**src/rtl/pixel_packer_if.sv**
```systemverilog
// Pixel input and AXI4-Stream output bundle for pixel_packer.
// master: the packer's view (consumes pixels, drives the stream). slave: the environment's view.
interface pixel_packer_if;
    logic [7:0]  r;
    logic [7:0]  g;
    logic [7:0]  b;
    logic        valid;
    logic        sof;
    logic        eol;
    logic        in_stream_ready;
    logic [31:0] out_stream_tdata;
    logic [3:0]  out_stream_tkeep;
    logic        out_stream_tlast;
    logic        out_stream_tuser;
    logic        out_stream_tvalid;
    logic        out_stream_tready;

    modport master (
        input  r, g, b, valid, sof, eol, out_stream_tready,
        output in_stream_ready, out_stream_tdata, out_stream_tkeep,
               out_stream_tlast, out_stream_tuser, out_stream_tvalid
    );

    modport slave (
        output r, g, b, valid, sof, eol, out_stream_tready,
        input  in_stream_ready, out_stream_tdata, out_stream_tkeep,
               out_stream_tlast, out_stream_tuser, out_stream_tvalid
    );
endinterface

```
**src/rtl/pixel_packer.sv**
```systemverilog
// Packs 24-bit RGB pixels into 32-bit AXI4-Stream words (4 pixels -> 3 words); PIXEL_PACKER_EOL_FLUSH_EN adds eol flush.
// Latency: one cycle from the accepting edge to tvalid.
// Backpressure: ready only while the output register is free; held low while a flush remainder is queued.
module pixel_packer (
    input  logic           aclk,
    input  logic           aresetn,
    pixel_packer_if.master pp
);
    logic [1:0]  phase;
    logic [1:0]  cur_phase;
    logic [1:0]  phase_nxt;
    logic [23:0] byte_buf;
    logic [23:0] buf_nxt;
    logic        tuser_pend;
    logic        flush_pending;
    logic        flush_load;
    logic [3:0]  flush_keep;
    logic        out_free;
    logic        accept;
    logic        eol_flush;
    logic        emit;
    logic        emit_last;
    logic [31:0] emit_dat;
    logic [3:0]  emit_keep;

    logic        tvalid_q;
    logic        tlast_q;
    logic        tuser_q;
    logic [31:0] tdata_q;
    logic [3:0]  tkeep_q;

    assign out_free           = !tvalid_q || pp.out_stream_tready;
    assign pp.in_stream_ready = out_free && !flush_pending && aresetn;
    assign accept             = pp.valid && pp.in_stream_ready;
    // sof restarts the group: leftover bytes are simply never read again
    assign cur_phase          = pp.sof ? 2'd0 : phase;
    assign flush_load         = flush_pending && out_free;

`ifdef PIXEL_PACKER_EOL_FLUSH_EN
    assign eol_flush = pp.eol && (cur_phase != 2'd3);

    always_ff @(posedge aclk or negedge aresetn) begin
        if (!aresetn) begin
            flush_pending <= 1'b0;
            flush_keep    <= 4'hF;
        end else if (accept && eol_flush && (cur_phase != 2'd0)) begin
            flush_pending <= 1'b1;
            flush_keep    <= (cur_phase == 2'd1) ? 4'h3 : 4'h1;
        end else if (flush_load) begin
            flush_pending <= 1'b0;
        end
    end
`else
    assign eol_flush     = 1'b0;
    assign flush_pending = 1'b0;
    assign flush_keep    = 4'hF;
`endif

    // Leftover bytes sit right-aligned in byte_buf, so upper bytes are zero for the flush word
    always_comb begin
        emit      = 1'b1;
        emit_dat  = '0;
        emit_keep = 4'hF;
        emit_last = 1'b0;
        buf_nxt   = '0;
        phase_nxt = eol_flush ? 2'd0 : cur_phase + 2'd1;
        case (cur_phase)
            2'd0: begin
                if (eol_flush) begin
                    emit_dat  = {8'h00, pp.b, pp.g, pp.r};
                    emit_keep = 4'h7;
                    emit_last = 1'b1;
                end else begin
                    emit    = 1'b0;
                    buf_nxt = {pp.b, pp.g, pp.r};
                end
            end
            2'd1: begin
                emit_dat = {pp.r, byte_buf};
                buf_nxt  = {8'h00, pp.b, pp.g};
            end
            2'd2: begin
                emit_dat = {pp.g, pp.r, byte_buf[15:0]};
                buf_nxt  = {16'h0000, pp.b};
            end
            default: begin
                emit_dat  = {pp.b, pp.g, pp.r, byte_buf[7:0]};
                emit_last = pp.eol;
            end
        endcase
    end

    always_ff @(posedge aclk or negedge aresetn) begin
        if (!aresetn) begin
            phase      <= 2'd0;
            byte_buf   <= '0;
            tuser_pend <= 1'b0;
            tvalid_q   <= 1'b0;
            tlast_q    <= 1'b0;
            tuser_q    <= 1'b0;
            tdata_q    <= '0;
            tkeep_q    <= '0;
        end else begin
            if (accept) begin
                phase      <= phase_nxt;
                byte_buf   <= buf_nxt;
                tuser_pend <= emit ? 1'b0 : (tuser_pend || pp.sof);
            end else if (flush_load) begin
                byte_buf   <= '0;
                tuser_pend <= 1'b0;
            end

            if (accept && emit) begin
                tvalid_q <= 1'b1;
                tdata_q  <= emit_dat;
                tkeep_q  <= emit_keep;
                tlast_q  <= emit_last;
                tuser_q  <= tuser_pend || pp.sof;
            end else if (flush_load) begin
                tvalid_q <= 1'b1;
                tdata_q  <= {8'h00, byte_buf};
                tkeep_q  <= flush_keep;
                tlast_q  <= 1'b1;
                tuser_q  <= tuser_pend;
            end else if (pp.out_stream_tready) begin
                tvalid_q <= 1'b0;
            end
        end
    end

    assign pp.out_stream_tvalid = tvalid_q;
    assign pp.out_stream_tdata  = tdata_q;
    assign pp.out_stream_tkeep  = tkeep_q;
    assign pp.out_stream_tlast  = tlast_q;
    assign pp.out_stream_tuser  = tuser_q;
endmodule

```
**src/flat_wrapper.sv**
```systemverilog
// flat-port wrapper written by rule: the top's interface ports become plain ports
module pixel_packer_flat 
  (aclk, aresetn, pp_r, pp_g, pp_b, pp_valid, pp_sof, pp_eol, pp_out_stream_tready, pp_in_stream_ready, pp_out_stream_tdata, pp_out_stream_tkeep, pp_out_stream_tlast, pp_out_stream_tuser, pp_out_stream_tvalid);
  pixel_packer_if pp_i ();
  input  logic aclk;
  input  logic aresetn;
  input wire logic [$bits(pp_i.r)-1:0] pp_r;
  input wire logic [$bits(pp_i.g)-1:0] pp_g;
  input wire logic [$bits(pp_i.b)-1:0] pp_b;
  input wire logic [$bits(pp_i.valid)-1:0] pp_valid;
  input wire logic [$bits(pp_i.sof)-1:0] pp_sof;
  input wire logic [$bits(pp_i.eol)-1:0] pp_eol;
  input wire logic [$bits(pp_i.out_stream_tready)-1:0] pp_out_stream_tready;
  output wire logic [$bits(pp_i.in_stream_ready)-1:0] pp_in_stream_ready;
  output wire logic [$bits(pp_i.out_stream_tdata)-1:0] pp_out_stream_tdata;
  output wire logic [$bits(pp_i.out_stream_tkeep)-1:0] pp_out_stream_tkeep;
  output wire logic [$bits(pp_i.out_stream_tlast)-1:0] pp_out_stream_tlast;
  output wire logic [$bits(pp_i.out_stream_tuser)-1:0] pp_out_stream_tuser;
  output wire logic [$bits(pp_i.out_stream_tvalid)-1:0] pp_out_stream_tvalid;
  assign pp_i.r = pp_r;
  assign pp_i.g = pp_g;
  assign pp_i.b = pp_b;
  assign pp_i.valid = pp_valid;
  assign pp_i.sof = pp_sof;
  assign pp_i.eol = pp_eol;
  assign pp_i.out_stream_tready = pp_out_stream_tready;
  assign pp_in_stream_ready = pp_i.in_stream_ready;
  assign pp_out_stream_tdata = pp_i.out_stream_tdata;
  assign pp_out_stream_tkeep = pp_i.out_stream_tkeep;
  assign pp_out_stream_tlast = pp_i.out_stream_tlast;
  assign pp_out_stream_tuser = pp_i.out_stream_tuser;
  assign pp_out_stream_tvalid = pp_i.out_stream_tvalid;
  pixel_packer u_core (.aclk(aclk), .aresetn(aresetn), .pp(pp_i));
endmodule
```
**config.mk**
```make
export PLATFORM = sky130hd
export DESIGN_NAME = pixel_packer_flat
export DESIGN_NICKNAME = d
export VERILOG_FILES = /design/src/rtl/pixel_packer_if.sv /design/src/rtl/pixel_packer.sv /design/src/flat_wrapper.sv
export SDC_FILE = /design/constraint.sdc
export NUM_CORES = 1
export LEC_CHECK = 0
export BUFFER_PORTS_ARGS = -buffer_cell sky130_fd_sc_hd__buf_2
export CORE_ASPECT_RATIO = 1.2
export CORE_MARGIN = 4
export CORE_UTILIZATION = 55
export CTS_CLUSTER_DIAMETER = 60
export DETAILED_ROUTE_END_ITERATION = 7
export MAX_ROUTING_LAYER = met4
export PLACE_DENSITY_LB_ADDON = 0.08
export SYNTH_ARGS = -nofsm -noshare
export SYNTH_HDL_FRONTEND = slang
export SYNTH_SLANG_ARGS = --single-unit
```
**constraint.sdc**
```tcl
create_clock -name aclk -period 3.33 [get_ports aclk]
set_input_delay 0.1665 -clock aclk [delete_from_list [all_inputs] [get_ports aclk]]
set_output_delay 0.1665 -clock aclk [all_outputs]
set_load 0.01 [all_outputs]
```
Word-level counts from Yosys, hierarchy flattened
Cells that the tools add are included.
{"block": "word_totals", "ff_bits": 63, "in_bits": 30, "output_inout_bits": 40, "elab_cells": 28}
{"block": "op_classes", "n_addsub": 1, "n_eq_ne": 2, "n_mux": 8, "n_reduce_logical": 9}
{"cell": "one-hot mux 32 bit (3 select lines)", "n": 1}
{"cell": "one-hot mux 24 bit (3 select lines)", "n": 1}
{"cell": "two-way mux 1 bit", "n": 5}
{"cell": "logical AND 1 bit", "n": 3}
{"cell": "OR reduction 3 bit", "n": 1}
{"cell": "adder 2 x 1 -> 2 bit, second input constant", "n": 1}
{"cell": "equality test 2 x 1 -> 1 bit, second input constant", "n": 1}
{"cell": "equality test 2 bit, second input constant", "n": 1}
{"cell": "zero test 2 bit", "n": 1}
{"cell": "logical OR 1 bit", "n": 2}
{"cell": "two-way mux 2 bit", "n": 1}
{"cell": "nonzero test 2 bit", "n": 1}
{"cell": "zero test 1 bit", "n": 1}

Logic depth before layout (Yosys ltp)
{"block": "depth", "depth_word": 6, "depth_mapped": 8, "mapped_depth_nobuf": 6}

Worst setup path before layout
Ideal clock, no wire load.
{"block": "synth_path", "kind": "reg2reg", "startpoint": "register u_core.phase[0]", "endpoint": "register u_core.tdata_q[13], in the netlist u_core.pp.out_stream_tdata[13]", "setup_time_ps": 125, "arrival_ps": 1794, "required_ps": 3205, "slack_ps": 1411, "stages_incl_launch_ff": 9, "n_path_buf": 2, "synth_period_minus_slack_ps": 1919, "cell_sequence": "dfrtp_1 nor2b_1 inv_1 ha_1 clkbuf_1 nor3_4 buf_2 nor2_1 mux2_4"}
{"block": "synth_via", "elab_chain_cells": 4, "elab_cells_between_ends": 7, "classes_between": "eq/ne: 2; mux: 3; reduce/logical: 2"}
{"item": "from (decl)", "line": "pixel_packer.sv:9", "source": "logic [1:0] phase;"}
{"item": "from (signal assigned)", "line": "pixel_packer.sv:105", "source": "phase <= phase_nxt;"}
{"item": "two-way mux 2 bit *", "line": "pixel_packer.sv:36", "source": "assign cur_phase = pp.sof ? 2'd0 : phase;"}
{"item": "branches (longest 3 deep; another with one-hot mux 32 bit (3 select lines))"}
{"item": "to (signal assigned)", "line": "pixel_packer.sv:115", "source": "tdata_q <= emit_dat;"}
{"item": "to (signal assigned)", "line": "pixel_packer.sv:121", "source": "tdata_q <= {8'h00, byte_buf};"}
{"item": "to (decl)", "line": "pixel_packer.sv:29", "source": "logic [31:0] tdata_q;"}
Every way passes the cells marked *.
A chain may end at the register's enable or synchronous reset.

Worst setup path in the final report
{"block": "layout_path", "startpoint": "register u_core.phase[0]", "endpoint": "register u_core.byte_buf[0]"}
{"block": "layout_via", "elab_chain_cells": 3, "elab_cells_between_ends": 5, "classes_between": "eq/ne: 2; mux: 2; reduce/logical: 1"}
{"item": "two-way mux 2 bit *", "line": "pixel_packer.sv:36"}
{"item": "equality test 2 bit (tied with other cells)", "line": "pixel_packer.sv:67", "source": "case (cur_phase)"}
{"item": "one-hot mux 24 bit (3 select lines) *", "line": "pixel_packer.sv:67"}
{"item": "to (signal assigned)", "line": "pixel_packer.sv:106", "source": "byte_buf <= buf_nxt;"}
{"item": "to (decl)", "line": "pixel_packer.sv:12", "source": "logic [23:0] byte_buf;"}
Every way passes the cells marked *; elsewhere a longest branch is shown, timed or not.

==> metrics.csv <==
metric,value,unit
power.density,725,nW/um^2
synth_top_area_share,48.3,%
avgRoutedWirePerCell,17.3,um
drive_above_1_share,39.5,%
clk_pin_slew_worst_paths,0.06,ns
fin_crit_sh,74.9,%
async_flop_share,100,%
ys_ff_latch,63,
crit-reg2reg-capture,u_core.byte_buf[0],
totalWireLength,7.07,mm
place_area,3580,um^2
initial_core_util,57.3,%
arrival,2.68,ns
fill_cells,496,
globalplace.congestion,0.847,
setup_viol,0,
min_period,2.49,ns
grt_max_degree,53,
place_ws,0.849,ns
dp_cells,395,
min_from,pp_eol,
utilization,65.7,%
multi_input_area,1520,um^2
via_per_inst,5.73,
diodes,0,
skew,0.00606,ns
yosysTopAreaCell,dfrtp_1,
vias,2343,
drtAntennaViolNets,0,
timing.final.ws_setup,0.837,ns
first_iter_violations,223,
reg2reg_slack,0.84,ns
cts_buffers,9,
grt_pass1_vias,2340,
outcome,"complete, no violations",
htree_num_levels,3,
tns,0,ns
relSlewSlack,35.1,%
rows,30,
die_x,78.4,um
crit_path_start,u_core.phase[0],
cp.required,3.52,ns
grt_usage,22.0,%
synth_edf_count,0,
max_freq,0.401,GHz
drc_errors,0,
syn_to_final_growth,14.7,%
grt_pass1_wl,11.9,mm
dr.pass1.iters,5,
rsz0062_at_grt,false,
synth_area,3270,um^2
timing.rr.start,u_core.phase[0],
fp.dieH,92.4,um
cts_sinks,63,
seq_area_frac_synth,48.3,%
ir_drop,0.412,mV
synthCells,270,
cts_tree,done,
post_cts_buffers,0,
path_max_fanout,51,
start_kind,register,
syn_nets,303,
worst_setup_path_end_kind,register,
ys_types,28,
antenna_found_initial,0,
hold_violations,0,
dp_hpwl,4.66,mm
power_leakage,1.84,nW
clk_latency,0.34,ns
yosysMostFrequentCell,dfrtp_1,
design_area,3750,um^2
slew_violations,0,
portBuffers,69,
reg2reg_depth,4,
pin_count,70,
ys_warn_count,0,
synthTopCellsByArea,"dfrtp_1 (48%), mux2_4 (12%), a22oi_1 (5.5%), mux2_2 (5.2%), o2bb2ai_1 (4.3%)",
synth.avg_cell_area,12.1,um^2
core_area,5710,um^2
fin_nets,360,
hp-class,in2reg,
synth_ff_type,dfrtp_1,
seq_area,1580,um^2
die_area,7240,um^2
stdcell_count,409,
crit_end,u_core.byte_buf[0],
tightest_slew,0.973,ns
cts_root_buffer,clkbuf_8,
overflow,0,
cap_violations,0,
clock_path_buffers,2,
path_class,reg2reg,
synth_common_cells,"dfrtp_1 (63), mux2_4 (26), a22oi_1 (24), nand2_1 (18)",
## per-stage QoR
step / power (W) / hold slack (ns)
3_3_place_gp: 0.00217 / 0.120
3_5_place_dp: 0.00219 / 0.113
5_1_grt: 0.00291 / 0.0912
2_1_floorplan: 0.00185 / -0.129
6_report: 0.00272 / 0.0762
4_1_cts: 0.00275 / 0.0638
## cell type report
| type | count | area share, % |
|---|---|---|
| multi-input cells | 175 | 40.6 |
| repair buffers | 73 | 10.1 |
| clock inverters | 2 | 0.267 |
| inverters | 5 | 0.501 |
| well taps | 80 | 2.67 |
| clock buffers | 11 | 3.77 |
| flip-flops and latches | 63 | 42.1 |
## placed cells by master (no fill, tap or decap), types with 2 or more instances in the layout
master	count
o21ai_0	16
inv_1	5
a22oi_1	24
buf_4	3
clkinv_2	2
mux2_4	26
dfrtp_1	63
ha_1	2
buf_2	69
nand2_1	18
clkbuf_8	10
nor2b_1	9
mux2i_1	11
nor3b_1	8
mux2_2	15
a222oi_1	8
nand2b_1	3
nor2_1	9
o2bb2ai_1	16
## where the power goes
group          switching (W)  internal [W]
Combinational       0.000489      0.000522
Sequential          0.000137       0.00103
Clock               0.000266      0.000275
Total               0.000892       0.00182
## worst max-delay path, cell delays in order (launching register included)
cell and delay (ns):
dfrtp_1 0.37, nor2b_1 0.28, ha_2 0.89, nand4b_1 0.64, o2bb2ai_1 0.17
## flip-flops by register name, summed over array words and instances (netlist names)
name and count:
u_core.pp.out_stream_tdata 32, u_core.byte_buf 24, u_core.phase 2, u_core.pp.out_stream_tkeep 1, u_core.pp.out_stream_tlast 1, u_core.pp.out_stream_tuser 1, u_core.pp.out_stream_tvalid 1, u_core.tuser_pend 1
## what timing repair did
| item | in CTS | in global routing |
|---|---|---|
| endpoints found under the hold margin | 11 | 0 |
| hold buffers | 1 | 0 |
| resized for setup | 0 | 0 |
## kinds of logic after synthesis
logic type	Yosys count	synth area share, %
buffers and inverters	32	5.25
and+or+nand+nor	52	9.15
AOI/OAI and AO/OA	68	15.7
muxes	52	20.5
adders and majority gates	3	1.15
DFF	63	48.3
## layer usage
metal | global-route usage (%) | vias up | wire length, um
met5 | - | - | 0
met4 | 11.2 | 0 | 191
met3 | 4.96 | 15 | 339
met2 | 32.9 | 74 | 3340
met1 | 28.2 | 1150 | 3200
li1 | - | 1104 | -
## worst min-delay path by stage
stage	depth (start not counted)	endpoint
after global routing	3	u_core.pp.out_stream_tlast
after global placement	1	u_core.tuser_pend
after CTS	3	u_core.pp.out_stream_tlast
final	3	u_core.pp.out_stream_tlast
after floorplan	0	u_core.byte_buf[0]
after detailed placement	1	u_core.tuser_pend
No activity file was read; power rests on OpenSTA's default activity.
